File: src/rtl/imem_access_ctrl_if.sv
// Fetch, loader and memory-array signals of the instruction memory controller.
// slave = controller view, master = environment (fetch stage, loader, array) view.
interface imem_access_ctrl_if;
  logic        fetch_req;
  logic [31:0] fetch_addr;
  logic        fetch_gnt;
  logic        fetch_rvalid;
  logic [31:0] fetch_rdata;
  logic        fetch_err;
  logic        load_req;
  logic        load_valid;
  logic [31:0] load_addr;
  logic [31:0] load_data;
  logic        load_ready;
  logic        load_err;
  logic [10:0] load_count;
  logic [31:0] mem_addr;
  logic        mem_we;
  logic [31:0] mem_wdata;
  logic [31:0] mem_rdata;
  logic        busy;

  modport slave (
    input  fetch_req, fetch_addr, load_req, load_valid, load_addr, load_data, mem_rdata,
    output fetch_gnt, fetch_rvalid, fetch_rdata, fetch_err, load_ready, load_err,
           load_count, mem_addr, mem_we, mem_wdata, busy
  );

  modport master (
    output fetch_req, fetch_addr, load_req, load_valid, load_addr, load_data, mem_rdata,
    input  fetch_gnt, fetch_rvalid, fetch_rdata, fetch_err, load_ready, load_err,
           load_count, mem_addr, mem_we, mem_wdata, busy
  );
endinterface

File: src/rtl/imem_access_ctrl.sv
// Shares the single instruction-memory port between fetch (1-cycle registered response)
// and a loader that gets exclusive write access via BOOT/RUN/DRAIN/LOAD; loader wins ties.
module imem_access_ctrl #(
  parameter int          DEPTH    = 1024,
  parameter logic [31:0] NOP_WORD = 32'h0000_0013
) (
  input logic               clk,
  input logic               reset_n,
  imem_access_ctrl_if.slave bus
);
  localparam logic [31:0] ADDR_LIMIT = 32'(DEPTH * 4);

  typedef enum logic [1:0] {ST_BOOT, ST_RUN, ST_DRAIN, ST_LOAD} state_t;

  state_t      state_q, state_d;
  logic        rvalid_q, rvalid_d;
  logic        ferr_q, ferr_d;
  logic [31:0] rdata_q, rdata_d;
  logic        lerr_q, lerr_d;
  logic [10:0] cnt_q, cnt_d;

  logic        gnt, ready, beat, fetch_ok, load_ok, we;
  logic [31:0] maddr, mwdata;

  assign fetch_ok = (bus.fetch_addr[1:0] == 2'b00) && (bus.fetch_addr < ADDR_LIMIT);
  assign load_ok  = (bus.load_addr[1:0] == 2'b00) && (bus.load_addr < ADDR_LIMIT);

  always_ff @(posedge clk or negedge reset_n) begin
    if (!reset_n) state_q <= ST_BOOT;
    else          state_q <= state_d;
  end

  always_comb begin
    state_d = state_q;
    case (state_q)
      ST_BOOT:  state_d = bus.load_req ? ST_LOAD : ST_RUN;
      ST_RUN:   state_d = bus.load_req ? ST_DRAIN : ST_RUN;
      ST_DRAIN: state_d = ST_LOAD;
      ST_LOAD:  state_d = bus.load_req ? ST_LOAD : ST_RUN;
      default:  state_d = ST_BOOT;
    endcase
  end

  // Memory port mux: a fetch grant and a load beat are mutually exclusive by state.
  always_comb begin
    gnt    = (state_q == ST_RUN) && bus.fetch_req && !bus.load_req;
    ready  = (state_q == ST_LOAD);
    beat   = ready && bus.load_valid;
    we     = beat && load_ok;
    maddr  = 32'h0;
    mwdata = 32'h0;
    if (gnt) begin
      maddr = bus.fetch_addr;
    end else if (beat) begin
      maddr  = bus.load_addr;
      mwdata = bus.load_data;
    end
  end

  always_comb begin
    rvalid_d = gnt;
    ferr_d   = 1'b0;
    rdata_d  = rdata_q;
    if (gnt) begin
      ferr_d  = !fetch_ok;
      rdata_d = fetch_ok ? bus.mem_rdata : NOP_WORD;
    end
    lerr_d = beat && !load_ok;
    cnt_d  = cnt_q;
    if (state_d == ST_LOAD && state_q != ST_LOAD) begin
      cnt_d = 11'd0;
    end else if (beat && cnt_q != 11'h7FF) begin
      cnt_d = cnt_q + 11'd1;
    end
  end

  always_ff @(posedge clk or negedge reset_n) begin
    if (!reset_n) begin
      rvalid_q <= 1'b0;
      ferr_q   <= 1'b0;
      rdata_q  <= NOP_WORD;
      lerr_q   <= 1'b0;
      cnt_q    <= 11'd0;
    end else begin
      rvalid_q <= rvalid_d;
      ferr_q   <= ferr_d;
      rdata_q  <= rdata_d;
      lerr_q   <= lerr_d;
      cnt_q    <= cnt_d;
    end
  end

  assign bus.fetch_gnt    = gnt;
  assign bus.fetch_rvalid = rvalid_q;
  assign bus.fetch_rdata  = rdata_q;
  assign bus.fetch_err    = ferr_q;
  assign bus.load_ready   = ready;
  assign bus.load_err     = lerr_q;
  assign bus.load_count   = cnt_q;
  assign bus.mem_addr     = maddr;
  assign bus.mem_we       = we;
  assign bus.mem_wdata    = mwdata;
  assign bus.busy         = (state_q != ST_RUN);
endmodule

File: src/flat_wrapper.sv
// flat-port wrapper written by rule: the top's interface ports become plain ports
module imem_access_ctrl_flat 
#(
  parameter int          DEPTH    = 1024,
  parameter logic [31:0] NOP_WORD = 32'h0000_0013
)
  (clk, reset_n, bus_fetch_req, bus_fetch_addr, bus_load_req, bus_load_valid, bus_load_addr, bus_load_data, bus_mem_rdata, bus_fetch_gnt, bus_fetch_rvalid, bus_fetch_rdata, bus_fetch_err, bus_load_ready, bus_load_err, bus_load_count, bus_mem_addr, bus_mem_we, bus_mem_wdata, bus_busy);
  imem_access_ctrl_if bus_i ();
  input logic clk;
  input logic reset_n;
  input wire logic [$bits(bus_i.fetch_req)-1:0] bus_fetch_req;
  input wire logic [$bits(bus_i.fetch_addr)-1:0] bus_fetch_addr;
  input wire logic [$bits(bus_i.load_req)-1:0] bus_load_req;
  input wire logic [$bits(bus_i.load_valid)-1:0] bus_load_valid;
  input wire logic [$bits(bus_i.load_addr)-1:0] bus_load_addr;
  input wire logic [$bits(bus_i.load_data)-1:0] bus_load_data;
  input wire logic [$bits(bus_i.mem_rdata)-1:0] bus_mem_rdata;
  output wire logic [$bits(bus_i.fetch_gnt)-1:0] bus_fetch_gnt;
  output wire logic [$bits(bus_i.fetch_rvalid)-1:0] bus_fetch_rvalid;
  output wire logic [$bits(bus_i.fetch_rdata)-1:0] bus_fetch_rdata;
  output wire logic [$bits(bus_i.fetch_err)-1:0] bus_fetch_err;
  output wire logic [$bits(bus_i.load_ready)-1:0] bus_load_ready;
  output wire logic [$bits(bus_i.load_err)-1:0] bus_load_err;
  output wire logic [$bits(bus_i.load_count)-1:0] bus_load_count;
  output wire logic [$bits(bus_i.mem_addr)-1:0] bus_mem_addr;
  output wire logic [$bits(bus_i.mem_we)-1:0] bus_mem_we;
  output wire logic [$bits(bus_i.mem_wdata)-1:0] bus_mem_wdata;
  output wire logic [$bits(bus_i.busy)-1:0] bus_busy;
  assign bus_i.fetch_req = bus_fetch_req;
  assign bus_i.fetch_addr = bus_fetch_addr;
  assign bus_i.load_req = bus_load_req;
  assign bus_i.load_valid = bus_load_valid;
  assign bus_i.load_addr = bus_load_addr;
  assign bus_i.load_data = bus_load_data;
  assign bus_i.mem_rdata = bus_mem_rdata;
  assign bus_fetch_gnt = bus_i.fetch_gnt;
  assign bus_fetch_rvalid = bus_i.fetch_rvalid;
  assign bus_fetch_rdata = bus_i.fetch_rdata;
  assign bus_fetch_err = bus_i.fetch_err;
  assign bus_load_ready = bus_i.load_ready;
  assign bus_load_err = bus_i.load_err;
  assign bus_load_count = bus_i.load_count;
  assign bus_mem_addr = bus_i.mem_addr;
  assign bus_mem_we = bus_i.mem_we;
  assign bus_mem_wdata = bus_i.mem_wdata;
  assign bus_busy = bus_i.busy;
  imem_access_ctrl #(.DEPTH(DEPTH), .NOP_WORD(NOP_WORD)) u_core (.clk(clk), .reset_n(reset_n), .bus(bus_i));
endmodule
File: config.mk
export PLATFORM = sky130hd
export DESIGN_NAME = imem_access_ctrl_flat
export DESIGN_NICKNAME = d
export VERILOG_FILES = /design/src/rtl/imem_access_ctrl_if.sv /design/src/rtl/imem_access_ctrl.sv /design/src/flat_wrapper.sv
export SDC_FILE = /design/constraint.sdc
export NUM_CORES = 1
export LEC_CHECK = 0
export BUFFER_PORTS_ARGS = -buffer_cell sky130_fd_sc_hd__buf_2
export CORE_ASPECT_RATIO = 0.5
export CORE_UTILIZATION = 38
export DETAILED_ROUTE_END_ITERATION = 16
export MAX_ROUTING_LAYER = met4
export PLACE_DENSITY = 0.79
export SETUP_SLACK_MARGIN = 0.05
export SLEW_MARGIN = 20
export SYNTH_ARGS = -nofsm -noshare
export SYNTH_HDL_FRONTEND = slang
export SYNTH_SLANG_ARGS = --single-unit
File: constraint.sdc
create_clock -name clk -period 2.74 [get_ports clk]
set_clock_uncertainty 0.15 [all_clocks]
set_input_delay 0.548 -clock clk [delete_from_list [all_inputs] [get_ports clk]]
set_output_delay 0.548 -clock clk [all_outputs]
set_load 0.02 [all_outputs]
==> impl_metrics.csv <==
group,metric,value,unit
critical_path,crit_chain,"ha_1 -> and2_4 -> buf_12 -> and3_1 -> buf_2",
detailed_routing,ant_nets,0,
detailed_routing,drtIter0Drc,217,
detailed_routing,avgViaCountPerCell,5.141,
global_routing,grt_pass1_vias,3026,
clock_tree,cts_tree,"done",
sta,maxSlewHeadroom,0.6152,
floorplanning,core,6858,sq um
clock_tree,post-cts-setup-buffers,0,
logic_synthesis,ys_seq_elements,48,
floorplanning,dieArea,7659,sq um
floorplanning,die_y,62.39,microns
clock_tree,max-clock-path-buffers,2,
critical_path,critPathLaunchType,"flop",
logic_synthesis,synthTopCellsByArea,"dfrtp_1, nand2_1, a22o_1, and3_1, nand3_1",
power_and_ir_drop,power_frac_comb,0.435,
clock_tree,cts_buffers,5,
placement,routabilityCongestion,0.8247,
sta,worstMarginPinSlew,0.5772,ns
power_and_ir_drop,p_int,1.571,mW
logic_synthesis,syn_area,2771,sq um
sta,post-route-period-util,0.9447,
sta,hold_viol,0,
cells_and_area,fill_cells,618,
logic_synthesis,ys.flop_type,"dfrtp_1",
sta,finalSetupViolCount,0,
logic_synthesis,avgSynthCellArea,8.607,sq um
critical_path,crit_family,"simple AND/OR/NAND/NOR gates",
logic_synthesis,async_flop_share,1.000,
logic_synthesis,syn_inst,322,
detailed_routing,vias,3352,
placement,io_buffers,246,
logic_synthesis,yosys.area.top_type,"dfrtp_1",
sta,slew_violations,0,
power_and_ir_drop,power.total,2.567,mW
logic_synthesis,synth_nets,460,
floorplanning,initial_core_util,0.4041,
clock_tree,clock_sinks,48,
sta,max_freq,386.3,MHz
clock_tree,cts_max_level,2,
cells_and_area,synthToLayoutAreaGrowth,54.72,%
power_and_ir_drop,p_per_area,598.7,nW/um^2
floorplanning,die_x,122.8,microns
critical_path,critPathLaunch,"u_core.state_q[0]",
power_and_ir_drop,p_seq_frac,0.301,
cells_and_area,multiInputGateArea,1408,sq um
clock_tree,clk_pin_slew_worst_paths,0.06,ns
detailed_routing,drt-total-wl,9811,microns
critical_path,cpPeakStageDelay,0.40,ns
sta,min_period,2.589,ns
critical_path,rr_worst_depth,5,
global_routing,grt_pass1_wl,14910,microns
clock_tree,worstSkewPairLatency,0.29,ns
critical_path,critPathMaxFanout,37,
logic_synthesis,ys_seq_area_frac,0.4348,
detailed_routing,wl_per_cell,15.05,microns
floorplanning,io_pins,247,
power_and_ir_drop,pwr-share-clk,0.264,
power_and_ir_drop,p_leak,2.672,nW
sta,setup-tns-final,0,ns
power_and_ir_drop,p_sw_frac,0.3880,
detailed_routing,route.detailed.drc,0,
global_routing,grt_overflow_total,0,
global_routing,grt_max_degree,49,
critical_path,timing.rr.end,"u_core.bus.load_count[9]",
critical_path,end_kind,"output port",
critical_path,worst-r2r-setup-slack,0.34,ns
critical_path,critical_path_class,"flop to output port",
power_and_ir_drop,power.switching,0.9961,mW
critical_path,r2r-start,"u_core.state_q[0]",
floorplanning,rows,21,
cells_and_area,finalNetCount,696,
cells_and_area,final_layout_size_suffix_gt1_frac,0.4955,
critical_path,cp.arrival,1.89,ns
status,outcome,"complete, no violations",
critical_path,worst-path-buf-inv,2,
global_routing,antenna_found_initial,1,
placement,detailedPlace.worstSlack,0.1191,ns
sta,setup_ws,0.1515,ns
logic_synthesis,synth_top_area_frac,0.4063,
cells_and_area,final_cell_mix,"buf_2, nand2_1, dfrtp_1",
logic_synthesis,yosysWarnings,0,
cells_and_area,final_common_cell,"buf_2",
placement,hpwl,7330,microns
critical_path,cp_slowest_cell,"dfrtp_1",
detailed_routing,first_pass_iters,5,
logic_synthesis,synth_edf_count,0,
flow_run,drv_cap,0,
power_and_ir_drop,ir_drop,0.0002627,V
sta,rsz0062_at_grt,"yes",
cells_and_area,seqCellArea,1205,sq um
global_routing,track_usage,0.2560,
critical_path,required,2.04,ns
logic_synthesis,synth_cell_type_count,36,
hold_path,hp-class,"primary input to async pin",
clock_tree,cts_root_buf,"clkbuf_16",
## power by group through the flow
| stage | Combinational (mW) | Sequential, mW | Clock [mW] |
|---|---|---|---|
| floorplan | 0.641 | 0.804 | 0 |
| global placement | 1.06 | 0.784 | 0 |
| detailed placement | 1.07 | 0.784 | 0 |
| CTS | 1.08 | 0.772 | 0.693 |
| global route | 1.20 | 0.775 | 0.739 |
| finish | 1.12 | 0.773 | 0.678 |
## cells by family after synthesis
| group | synth area share |
|---|---|
| simple gates | 0.3246 |
| compound gates | 0.1422 |
| flops | 0.4348 |
| buf+inv | 0.06546 |
| fa+ha+maj | 0.02257 |
| mux | 0.007224 |
| xor+xnor | 0.003161 |
## per-layer routing
layer  GRT usage  share of wire  vias to the layer above
met4      0.1021          0.021                        0
met5           -              0                        -
met1      0.3256           0.44                     1557
li1            -              -                     1629
met3     0.03741          0.056                       18
met2      0.4108           0.49                      148
## repair_timing
action | in CTS | in global routing
endpoints found under the setup margin | 0 | 62
hold buffers | 0 | 0
gates resized for setup | 0 | 5
## synthesized netlist by cell type, types with 3 or more instances
cell / instances
a22o_1: 29
and4_4: 3
o31ai_1: 4
nand4_1: 4
buf_8: 3
and3_1: 33
dfstp_2: 3
or4_1: 5
a21oi_1: 10
o21ai_0: 3
ha_1: 5
inv_1: 7
nand2_1: 72
clkbuf_1: 15
dfrtp_1: 45
nand3_1: 35
nor2_1: 9
nor4_1: 8
buf_1: 6
## layout make-up
type | count | area share
inverter | 8 | 0.007587
clock inverter | 3 | 0.009921
timing repair buffer | 255 | 0.3166
sequential | 48 | 0.2810
tap | 92 | 0.02685
clock buffer | 5 | 0.02918
antenna | 1 | 0.0005836
multi-input combinational | 240 | 0.3283
## stage by stage
stage	instance area, sq um	util	hold slack [ns]	instances
6_report	4288	0.6253	0.1946	652
5_1_grt	4288	0.6253	0.2551	652
4_1_cts	4232	0.6170	0.2165	649
3_5_place_dp	4064	0.5926	0.3368	641
3_3_place_gp	4064	0.5926	0.3337	641
2_1_floorplan	2771	-	0.1024	322
## how the worst max path moves through the flow
stage | slack (ns) | endpoint | cells after the start
floorplan | 0.21 | bus_mem_addr[22] | 9
detailed placement | 0.12 | bus_mem_we | 6
finish | 0.15 | bus_mem_wdata[21] | 5
global placement | 0.18 | bus_mem_we | 6
global route | 0.04 | bus_mem_addr[14] | 6
CTS | 0.09 | bus_mem_wdata[2] | 7
## state kept, by name, indices dropped and copies added (netlist names)
name and count:
u_core.state_q 2, u_core.bus.fetch_rdata 32, u_core.bus.load_count 11, u_core.bus.fetch_rvalid 1
u_core.bus.fetch_err 1, u_core.bus.load_err 1
## worst register-to-register path: stages, from the launching register on
cell	delay (ns)
dfrtp_1	0.40
ha_1	0.32
and2_2	0.41
nand4_1	0.32
or4_1	0.57
a21oi_1	0.16
(Power assumes the default switching activity.)
